<file path="src/rtl/mem_arbiter_pkg.sv">
// Shared types and constants for the I/D unified-memory arbiter.
package mem_arbiter_pkg;

  typedef enum logic [1:0] {
    ARB_IDLE   = 2'd0,
    ARB_BUSY_I = 2'd1,
    ARB_BUSY_D = 2'd2
  } arbState_t;

  localparam bit GNT_I       = 1'b0;
  localparam bit GNT_D       = 1'b1;
  localparam int MEM_LAT_MAX = 4;

  // Reload value for the latency counter; out-of-range latencies are clamped.
  function automatic logic [2:0] latCnt(input int lat);
    if (lat < 1)           return 3'd0;
    if (lat > MEM_LAT_MAX) return 3'(MEM_LAT_MAX - 1);
    return 3'(lat - 1);
  endfunction

endpackage

</file>
<file path="src/rtl/mem_arbiter_if.sv">
// Requester-side (I/D) and memory-side bus bundle for mem_arbiter.
interface mem_arbiter_if #(
  parameter int AW = 32,
  parameter int DW = 32
);
  logic          i_req;
  logic [AW-1:0] i_addr;
  logic [DW-1:0] i_rdata;
  logic          i_ready;
  logic          d_req;
  logic          d_we;
  logic [AW-1:0] d_addr;
  logic [DW-1:0] d_wdata;
  logic [DW-1:0] d_rdata;
  logic          d_ready;
  logic          mem_en;
  logic          mem_we;
  logic [AW-1:0] mem_addr;
  logic [DW-1:0] mem_wdata;
  logic [DW-1:0] mem_rdata;
  logic          busy;

  modport slave (
    input  i_req, i_addr, d_req, d_we, d_addr, d_wdata, mem_rdata,
    output i_rdata, i_ready, d_rdata, d_ready, mem_en, mem_we, mem_addr, mem_wdata, busy
  );

  modport master (
    output i_req, i_addr, d_req, d_we, d_addr, d_wdata, mem_rdata,
    input  i_rdata, i_ready, d_rdata, d_ready, mem_en, mem_we, mem_addr, mem_wdata, busy
  );
endinterface

</file>
<file path="src/rtl/mem_arbiter_rr_pick2.sv">
// Two-way round-robin pick: a lone requester wins, on conflict the one not served last wins.
module rr_pick2
  import mem_arbiter_pkg::*;
(
  input  logic [1:0] req,
  input  logic       last,
  output logic [1:0] gnt
);

  always_comb begin
    gnt = req;
    if (req[GNT_I] && req[GNT_D]) begin
      gnt[GNT_I] = (last == GNT_D);
      gnt[GNT_D] = (last == GNT_I);
    end
  end

endmodule

</file>
<file path="src/rtl/mem_arbiter.sv">
// Arbitrates the fetch (I) and data (D) ports onto one single-port memory
// with a fixed read latency; returns registered data plus a one-cycle ready.
module mem_arbiter
  import mem_arbiter_pkg::*;
#(
  parameter int AW      = 32,
  parameter int DW      = 32,
  parameter int MEM_LAT = 1
) (
  input logic          clk,
  input logic          rst,
  mem_arbiter_if.slave bus
);

  localparam logic [2:0] LAT_CNT = latCnt(MEM_LAT);

  arbState_t     state;
  logic [2:0]    cnt;
  logic          lastGnt;
  logic          iReady, dReady;
  logic [DW-1:0] iRdata, dRdata;
  logic [1:0]    req, gnt;
  logic          idleOk;
  logic          memWe;
  logic [AW-1:0] memAddr;
  logic [DW-1:0] memWdata;

  // A port is not eligible in the cycle its own ready pulse is high; no strobe during reset.
  assign idleOk     = (state == ARB_IDLE) & rst;
  assign req[GNT_I] = bus.i_req & ~iReady & idleOk;
  assign req[GNT_D] = bus.d_req & ~dReady & idleOk;

  rr_pick2 uPick (
    .req  (req),
    .last (lastGnt),
    .gnt  (gnt)
  );

  always_comb begin
    memWe    = 1'b0;
    memAddr  = '0;
    memWdata = '0;
    if (gnt[GNT_I]) begin
      memAddr = bus.i_addr;
    end else if (gnt[GNT_D]) begin
      memWe    = bus.d_we;
      memAddr  = bus.d_addr;
      memWdata = bus.d_wdata;
    end
  end

  always_ff @(posedge clk or negedge rst) begin
    if (!rst) begin
      state   <= ARB_IDLE;
      cnt     <= 3'd0;
      lastGnt <= GNT_I;
      iReady  <= 1'b0;
      dReady  <= 1'b0;
      iRdata  <= '0;
      dRdata  <= '0;
    end else begin
      iReady <= 1'b0;
      dReady <= 1'b0;
      case (state)
        ARB_IDLE: begin
          if (gnt[GNT_I]) begin
            lastGnt <= GNT_I;
            state   <= ARB_BUSY_I;
            cnt     <= LAT_CNT;
          end else if (gnt[GNT_D]) begin
            lastGnt <= GNT_D;
            // Writes complete in the grant cycle; only reads wait on the memory.
            if (bus.d_we) begin
              dReady <= 1'b1;
            end else begin
              state <= ARB_BUSY_D;
              cnt   <= LAT_CNT;
            end
          end
        end
        ARB_BUSY_I: begin
          if (cnt != 3'd0) begin
            cnt <= cnt - 3'd1;
          end else begin
            iRdata <= bus.mem_rdata;
            iReady <= 1'b1;
            state  <= ARB_IDLE;
          end
        end
        ARB_BUSY_D: begin
          if (cnt != 3'd0) begin
            cnt <= cnt - 3'd1;
          end else begin
            dRdata <= bus.mem_rdata;
            dReady <= 1'b1;
            state  <= ARB_IDLE;
          end
        end
        default: state <= ARB_IDLE;
      endcase
    end
  end

  assign bus.mem_en    = |gnt;
  assign bus.mem_we    = memWe;
  assign bus.mem_addr  = memAddr;
  assign bus.mem_wdata = memWdata;
  assign bus.i_ready   = iReady;
  assign bus.d_ready   = dReady;
  assign bus.i_rdata   = iRdata;
  assign bus.d_rdata   = dRdata;
  assign bus.busy      = (state != ARB_IDLE);

endmodule

</file>
<file path="src/flat_wrapper.sv">
// flat-port wrapper written by rule: the top's interface ports become plain ports
module mem_arbiter_flat import mem_arbiter_pkg::*;
#(
  parameter int AW      = 32,
  parameter int DW      = 32,
  parameter int MEM_LAT = 1
)
  (clk, rst, bus_i_req, bus_i_addr, bus_d_req, bus_d_we, bus_d_addr, bus_d_wdata, bus_mem_rdata, bus_i_rdata, bus_i_ready, bus_d_rdata, bus_d_ready, bus_mem_en, bus_mem_we, bus_mem_addr, bus_mem_wdata, bus_busy);
  mem_arbiter_if #(.AW(AW), .DW(DW)) bus_i ();
  input logic clk;
  input logic rst;
  input wire logic [$bits(bus_i.i_req)-1:0] bus_i_req;
  input wire logic [$bits(bus_i.i_addr)-1:0] bus_i_addr;
  input wire logic [$bits(bus_i.d_req)-1:0] bus_d_req;
  input wire logic [$bits(bus_i.d_we)-1:0] bus_d_we;
  input wire logic [$bits(bus_i.d_addr)-1:0] bus_d_addr;
  input wire logic [$bits(bus_i.d_wdata)-1:0] bus_d_wdata;
  input wire logic [$bits(bus_i.mem_rdata)-1:0] bus_mem_rdata;
  output wire logic [$bits(bus_i.i_rdata)-1:0] bus_i_rdata;
  output wire logic [$bits(bus_i.i_ready)-1:0] bus_i_ready;
  output wire logic [$bits(bus_i.d_rdata)-1:0] bus_d_rdata;
  output wire logic [$bits(bus_i.d_ready)-1:0] bus_d_ready;
  output wire logic [$bits(bus_i.mem_en)-1:0] bus_mem_en;
  output wire logic [$bits(bus_i.mem_we)-1:0] bus_mem_we;
  output wire logic [$bits(bus_i.mem_addr)-1:0] bus_mem_addr;
  output wire logic [$bits(bus_i.mem_wdata)-1:0] bus_mem_wdata;
  output wire logic [$bits(bus_i.busy)-1:0] bus_busy;
  assign bus_i.i_req = bus_i_req;
  assign bus_i.i_addr = bus_i_addr;
  assign bus_i.d_req = bus_d_req;
  assign bus_i.d_we = bus_d_we;
  assign bus_i.d_addr = bus_d_addr;
  assign bus_i.d_wdata = bus_d_wdata;
  assign bus_i.mem_rdata = bus_mem_rdata;
  assign bus_i_rdata = bus_i.i_rdata;
  assign bus_i_ready = bus_i.i_ready;
  assign bus_d_rdata = bus_i.d_rdata;
  assign bus_d_ready = bus_i.d_ready;
  assign bus_mem_en = bus_i.mem_en;
  assign bus_mem_we = bus_i.mem_we;
  assign bus_mem_addr = bus_i.mem_addr;
  assign bus_mem_wdata = bus_i.mem_wdata;
  assign bus_busy = bus_i.busy;
  mem_arbiter #(.AW(AW), .DW(DW), .MEM_LAT(MEM_LAT)) u_core (.clk(clk), .rst(rst), .bus(bus_i));
endmodule
</file>
<file path="config.mk">
export PLATFORM = sky130hd
export DESIGN_NAME = mem_arbiter_flat
export DESIGN_NICKNAME = d
export VERILOG_FILES = /design/src/rtl/mem_arbiter_pkg.sv /design/src/rtl/mem_arbiter_if.sv /design/src/rtl/mem_arbiter_rr_pick2.sv /design/src/rtl/mem_arbiter.sv /design/src/flat_wrapper.sv
export SDC_FILE = /design/constraint.sdc
export NUM_CORES = 1
export LEC_CHECK = 0
export BUFFER_PORTS_ARGS = -buffer_cell sky130_fd_sc_hd__clkbuf_2
export CAP_MARGIN = 20
export CORE_AREA = 3 3 103 105
export CTS_CLUSTER_SIZE = 28
export DETAILED_ROUTE_END_ITERATION = 10
export DIE_AREA = 0 0 106 108
export GPL_TIMING_DRIVEN = 0
export PLACE_DENSITY = 0.72
export SETUP_SLACK_MARGIN = 0.1
export SYNTH_ARGS = -nofsm -noshare
export SYNTH_HDL_FRONTEND = slang
export SYNTH_SLANG_ARGS = --single-unit
</file>
<file path="constraint.sdc">
create_clock -name clk -period 1.95 [get_ports clk]
set_input_delay 0.0975 -clock clk [delete_from_list [all_inputs] [get_ports clk]]
set_output_delay 0.0975 -clock clk [all_outputs]
set_load 0.03 [all_outputs]
</file>
# == Word-level counts from Yosys, hierarchy flattened ==
# Cells that the tools add are included.
# op_classes
n_mux,25
eq_ne,6
add_sub_neg,1
reduce_logical,13
bitwise_logic,9
# ops
cell,count
2-to-1 mux 32 bit,4
2-to-1 mux 3 bit,4
2-to-1 mux 2 bit,5
2-to-1 mux 1 bit,9
case mux 3 bit (2 select lines),1
AND reduction 2 bit,3
nonzero test 2 bit,3
AND 1 bit,5
inverter 1 bit,4
case mux 2 bit (2 select lines),1
AND reduction 4 bit,1
OR reduction 2 bit,2
inequality test 3 x 1 -> 1 bit (second input constant),1
inequality test 3 x 2 -> 1 bit (second input constant),1
AND reduction 3 bit,1
nonzero test 3 bit,1
subtractor 3 x 1 -> 3 bit (second input constant),1
equality test 2 x 1 -> 1 bit (second input constant),1
equality test 2 bit (second input constant),1
logical NOT 2 bit,1
inequality test 2 x 1 -> 1 bit (second input constant),1
inequality test 2 bit (second input constant),1
case mux 1 bit (2 select lines),1
logical AND 1 bit,1
# word_totals
elab_cells,61
input_bits,133
out_inout_bits,133
ff_bits,72

# == Longest topological paths before layout ==
# depth
ltp_word,8
ltp_mapped,7
depth_no_buf,6

# == Hierarchy ==
# Synthesis repeated with hierarchy kept, for this count alone.
# unflattened
cells_unflattened,270
area_unflattened_um2,3751.1
# by_module_without_submodules
module,instances,seq_area_each_um2,area_each_um2,cells_per_inst
mem_arbiter,1,1801.7,3732.3,267
rr_pick2,1,0.0,18.8,3

# == Worst setup path after synthesis ==
# OpenSTA, ideal clock, no wires.
# synth_timing
path_kind,reg-to-reg
start,reg u_core.cnt[0]
end,reg u_core.dRdata[10] (netlist: u_core.bus.d_rdata[10])
period_less_slack_ps,1734
required_time_ps,1825
path_buffers,2
setup_time_ps,125
stages_incl_launch_ff,8
setup_slack_ps,216
arrival_ps,1610
cell_sequence,dfrtp_1 inv_1 ha_1 ha_1 buf_2 nand2_1 buf_2 mux2_2
# synth_between
elab_chain_cells,3
# synth_lines
item,line_no,source
"start, declared",mem_arbiter.sv:18,logic [2:0] cnt;
"start signal, assigned",mem_arbiter.sv:83,cnt <= cnt - 3'd1;
"start signal, assigned",mem_arbiter.sv:92,cnt <= cnt - 3'd1;
nonzero test 3 bit,mem_arbiter.sv:91,if (cnt != 3'd0) begin
inverter 1 bit (no source line),n/a,
AND reduction 2 bit (no source line),n/a,
"end signal, assigned",mem_arbiter.sv:94,dRdata <= bus.mem_rdata;
"end, declared",mem_arbiter.sv:21,"logic [DW-1:0] iRdata, dRdata;"
# Every way passes these cells.
# A chain may end at the register's enable or synchronous reset.

# == Final worst setup path ==
# layout_timing
start,reg u_core.state[0]
end,out bus_mem_addr[15]
# layout_between
elab_chain_cells,7
word_cells_on_any_way,8
# layout_lines
item,line_no,source
"start, declared",mem_arbiter.sv:17,arbState_t state;
"start signal, assigned",mem_arbiter.sv:54,state <= ARB_IDLE;
"start signal, assigned",mem_arbiter.sv:68,state <= ARB_BUSY_I;
"start signal, assigned",mem_arbiter.sv:76,state <= ARB_BUSY_D;
logical NOT 2 bit (*),mem_arbiter.sv:29,assign idleOk = (state == ARB_IDLE) & rst;
AND 1 bit (*),mem_arbiter.sv:29,
"AND 1 bit, on equally long branches","mem_arbiter.sv:30, mem_arbiter.sv:31",
logical AND 1 bit,mem_arbiter_rr_pick2.sv:12,if (req[GNT_I] && req[GNT_D]) begin
2-to-1 mux 2 bit (*),mem_arbiter_rr_pick2.sv:12,
2-to-1 mux 32 bit,mem_arbiter.sv:45,end else if (gnt[GNT_D]) begin
2-to-1 mux 32 bit (*),mem_arbiter.sv:43,if (gnt[GNT_I]) begin
"end, declared",flat_wrapper.sv:25,output wire logic [$bits(bus_i.mem_addr)-1:0] bus_mem_addr;
# Mark *: on every way between the ends. The rest lies on a longest branch, timed or not.

==> key figures <==
Status
  – Outcome: finished with violations
  – Failing checks: hold timing, setup timing

Setup path
  – Worst Path Max Fanout: 5
  – Worst EP arrival: roughly 2 ns
  – CP cell instances: inv_2, ha_4, nand2_4, buf_4, nor3_4, buf_6, buf_6, a22o_1, clkbuf_8
  – Reg-to-Reg Start: u_core.cnt[0]
  – FF-to-FF End: u_core.bus.d_rdata[24]
  – Critical setup path kind: register to output port
  – Top Family by Delay on Critical Path: buffers and inverters
  – Required @ worst endpoint: around 1.9 ns
  – CP Buf/Inv Count: 5
  – Crit end category: output port
  – CP startpoint kind: register
  – R2R Setup Slk: 0.18 ns
  – Most frequent CP cell: buf_6
  – Slowest-stage cell, CP: dfrtp_1
  – CP peak stage delay: 0.40 ns
  – R2r worst-path depth: 7
  – Crit path depth: 9

CTS
  – Clk sinks: slightly above 70
  – CTS tree: done
  – H-tree depth: 3
  – Reg clk slew, reported paths: 0.07 ns
  – Max Root-Sink Buffers: 2
  – Later-pin clock latency in the skew report: 0.35 ns
  – Root Buffer: clkbuf_8
  – CTS buffer count: 9

Pwr
  – Max IR drop VDD: between 0.001 and 0.0015 V
  – PwrDens: roughly 1500 nW/um^2
  – Pleak: 3.32 nW

Timing
  – Fmax: approximately 470 MHz
  – Setup violators final: 64
  – Worst rel slew slack: around four fifths
  – Fin worst setup slack: -0.167 ns
  – Worst hold slack: -0.377 ns
  – Part of the cycle the worst path needs: 109%
  – Final hold vios: just over 70
  – Fin. max-slew vios: 0
  – Final Skew: approximately 0.014 ns
  – Tmin final: between 2 and 2.5 ns
  – Tightest Pin Transition: roughly 0.32 ns
  – RSZ-0062 raised after global routing: yes

Logic synthesis
  – Synth top area cells: dfrtp_1 52%, mux2_2 21%, a22o_1 8.4%
  – Top-area cell type share of the netlist area: about 52%
  – Mapped Cells: roughly 260
  – Yosys warnings: 0
  – Synthesized Nets: between 400 and 500
  – Cell taking the most area after synthesis: dfrtp_1
  – Synth Cell Area: around 3500 sq um
  – Netlist cell types: 25
  – Avg Inst Size Synth: 13.1 sq um
  – #FFs+latches synth: between 70 and 80
  – Sequential element share of the synthesized area: 52.1%

GRT
  – Met1 Use GR: between 20% and 30%
  – M3 GR Usage: 8.36%
  – Largest net degree at the start of global routing: 64
  – Initial antenna violation count: 1
  – Total GRT Usage: about a quarter
  – Vias in the first global route: roughly 3800
  – Gr busiest metal: met2
  – Met2 Usage GRT: about two fifths
  – Remaining global-route overflow: 0
  – First-pass GRT wire length: between 20 and 25 mm

Route
  – WL/cell: approximately 19 microns
  – Number of nets with antenna violations after routing: 0
  – DRC viols: 0
  – Via count: between 3000 and 4000
  – First-pass DRT Iterations: 5
  – Avg Vias per Cell: around 4.9
  – Iteration-0 DRC Markers: between 100 and 150
  – Final wirelength: 14.0 mm

Placement
  – GPL Wtd Cong: about 0.84
  – Worst slack at placement: -0.126 ns
  – DP Wirelength: between 9 and 10 mm
  – IO buf count: roughly 270

Cells and area
  – Syn-to-layout area delta: 87.5%
  – Register area: about 1800 sq um
  – Fin nets: 727
  – Final core utilization: 66.6%
  – Filler cells: roughly 720
  – Multi-input combinational cell area: between 1500 and 2000 sq um
  – Share of layout cells above drive strength 1: a little over two thirds

Floorplanning
  – Die height: 108 microns
  – Die Wd: 106 microns
  – Initial core utilization: 35.5%
  – # IOs: approximately 270
  – FP Rows: 36
  – Core box area: between 9000 and 10000 sq um
  – Die Area: between 10000 and 15000 sq um

Worst hold path
  – Hold WC Path Type: input pin to async pin

Job
  – Max-cap viol count: 0
==> area by class of cell <==
class,count,area share (%)
flip-flops and latches,72,27.8
plain buffers,17,3.19
well taps,133,2.57
diodes,1,0.0386
inverters,8,0.463
clock inverters,3,0.618
clock buffers,13,2.45
multi-input cells,166,25.6
repair buffers,315,37.3
==> how the worst max path moves through the flow <==
| stage | start | to | slack, ns |
|---|---|---|---|
| floorplan | u_core.cnt[0] | u_core.bus.d_rdata[10] | 0.22 |
| global placement | rst | bus_mem_addr[19] | -0.97 |
| detailed placement | u_core.state[0] | bus_mem_addr[17] | -0.13 |
| CTS | u_core.state[1] | bus_mem_addr[17] | -0.21 |
| global route | u_core.state[1] | bus_mem_wdata[28] | -0.25 |
| finish | u_core.state[0] | bus_mem_addr[15] | -0.17 |
==> power breakdown <==
group          internal (mW)  switching [mW]
Sequential              2.24           0.428
Clock                  0.658           0.535
Combinational           2.63            3.50
Total                   5.52            4.47
==> per-layer routing <==
layer | share of wire (%) | wire [microns]
met5 | 0 | 0
met4 | 5.6 | 784
met3 | 9.0 | 1270
met2 | 51 | 7180
met1 | 34 | 4780
==> logic make-up (layout without fill, tap and decap cells) <==
family                   Yosys count  after routing  synth area share, %
AO/OA/AOI/OAI                     42             42                 10.8
adder cells (fa/ha/maj)            5              5                 1.81
buffers and inverters             25            356                 4.16
flip-flops                        72             72                 52.1
multiplexers                      64             64                 20.8
other                              0              1                    0
AND/OR/NAND/NOR                   55             55                 10.3
==> per-stage QoR <==
| step | instance area (sq um) | total power, mW | setup TNS (ns) | std cells |
|---|---|---|---|---|
| after global routing | 6480 | 10.5 | -12.78 | 728 |
| after CTS | 6240 | 9.71 | -10.88 | 717 |
| final | 6480 | 9.99 | -7.11 | 728 |
| after detailed placement | 4980 | 7.79 | -5.53 | 662 |
| after global placement | 4950 | 7.65 | -61.30 | 661 |
| after floorplan | 3460 | 6.19 | 0 | 263 |
==> worst reg2reg max path, stage by stage, from the launching register on <==
cell      delay, ns
dfrtp_1        0.38
inv_1          0.06
ha_1           0.19
ha_1           0.18
clkbuf_4       0.19
nand2_4        0.13
buf_6          0.17
mux2_2         0.36
==> registers in the layout, indices dropped and copies added, names as in the netlist <==
register / count
u_core.bus.i_ready: 1
u_core.cnt: 3
u_core.lastGnt: 1
u_core.bus.d_ready: 1
u_core.state: 2
u_core.bus.i_rdata: 32
u_core.bus.d_rdata: 32
==> what timing repair did <==
item / 4_1_cts / 5_1_grt
hold buffers: 28 / 1
buffers inserted: 8 / 9
pin swaps: 21 / 18
resized for setup: 172 / 55
setup endpoints to repair: 123 / 123
hold endpoints to repair: 124 / 73
cloned: 3 / 1
==> synth_stat cells (all sizes together) <==
| cell | number |
|---|---|
| a211o | 2 |
| a21oi | 2 |
| a221o | 1 |
| a22o | 33 |
| a311oi | 1 |
| and2 | 33 |
| and3 | 5 |
| buf | 17 |
| dfrtp | 72 |
| ha | 5 |
| inv | 8 |
| mux2 | 64 |
| nand2 | 4 |
| nand2b | 5 |
| nand3b | 1 |
| nor2 | 5 |
| nor3 | 1 |
| nor3b | 1 |
| o21a | 1 |
| o21ai | 1 |
| o221ai | 1 |
==> cells in the final DEF (no fill, tap or decap), types with 17 or more instances in the layout <==
master,count
dlygate4sd3_1,29
clkbuf_2,199
a22o_1,26
buf_8,35
clkbuf_8,47
mux2_2,64
dfrtp_1,72
buf_4,17
and2_1,20
(Power assumes the default switching activity.)
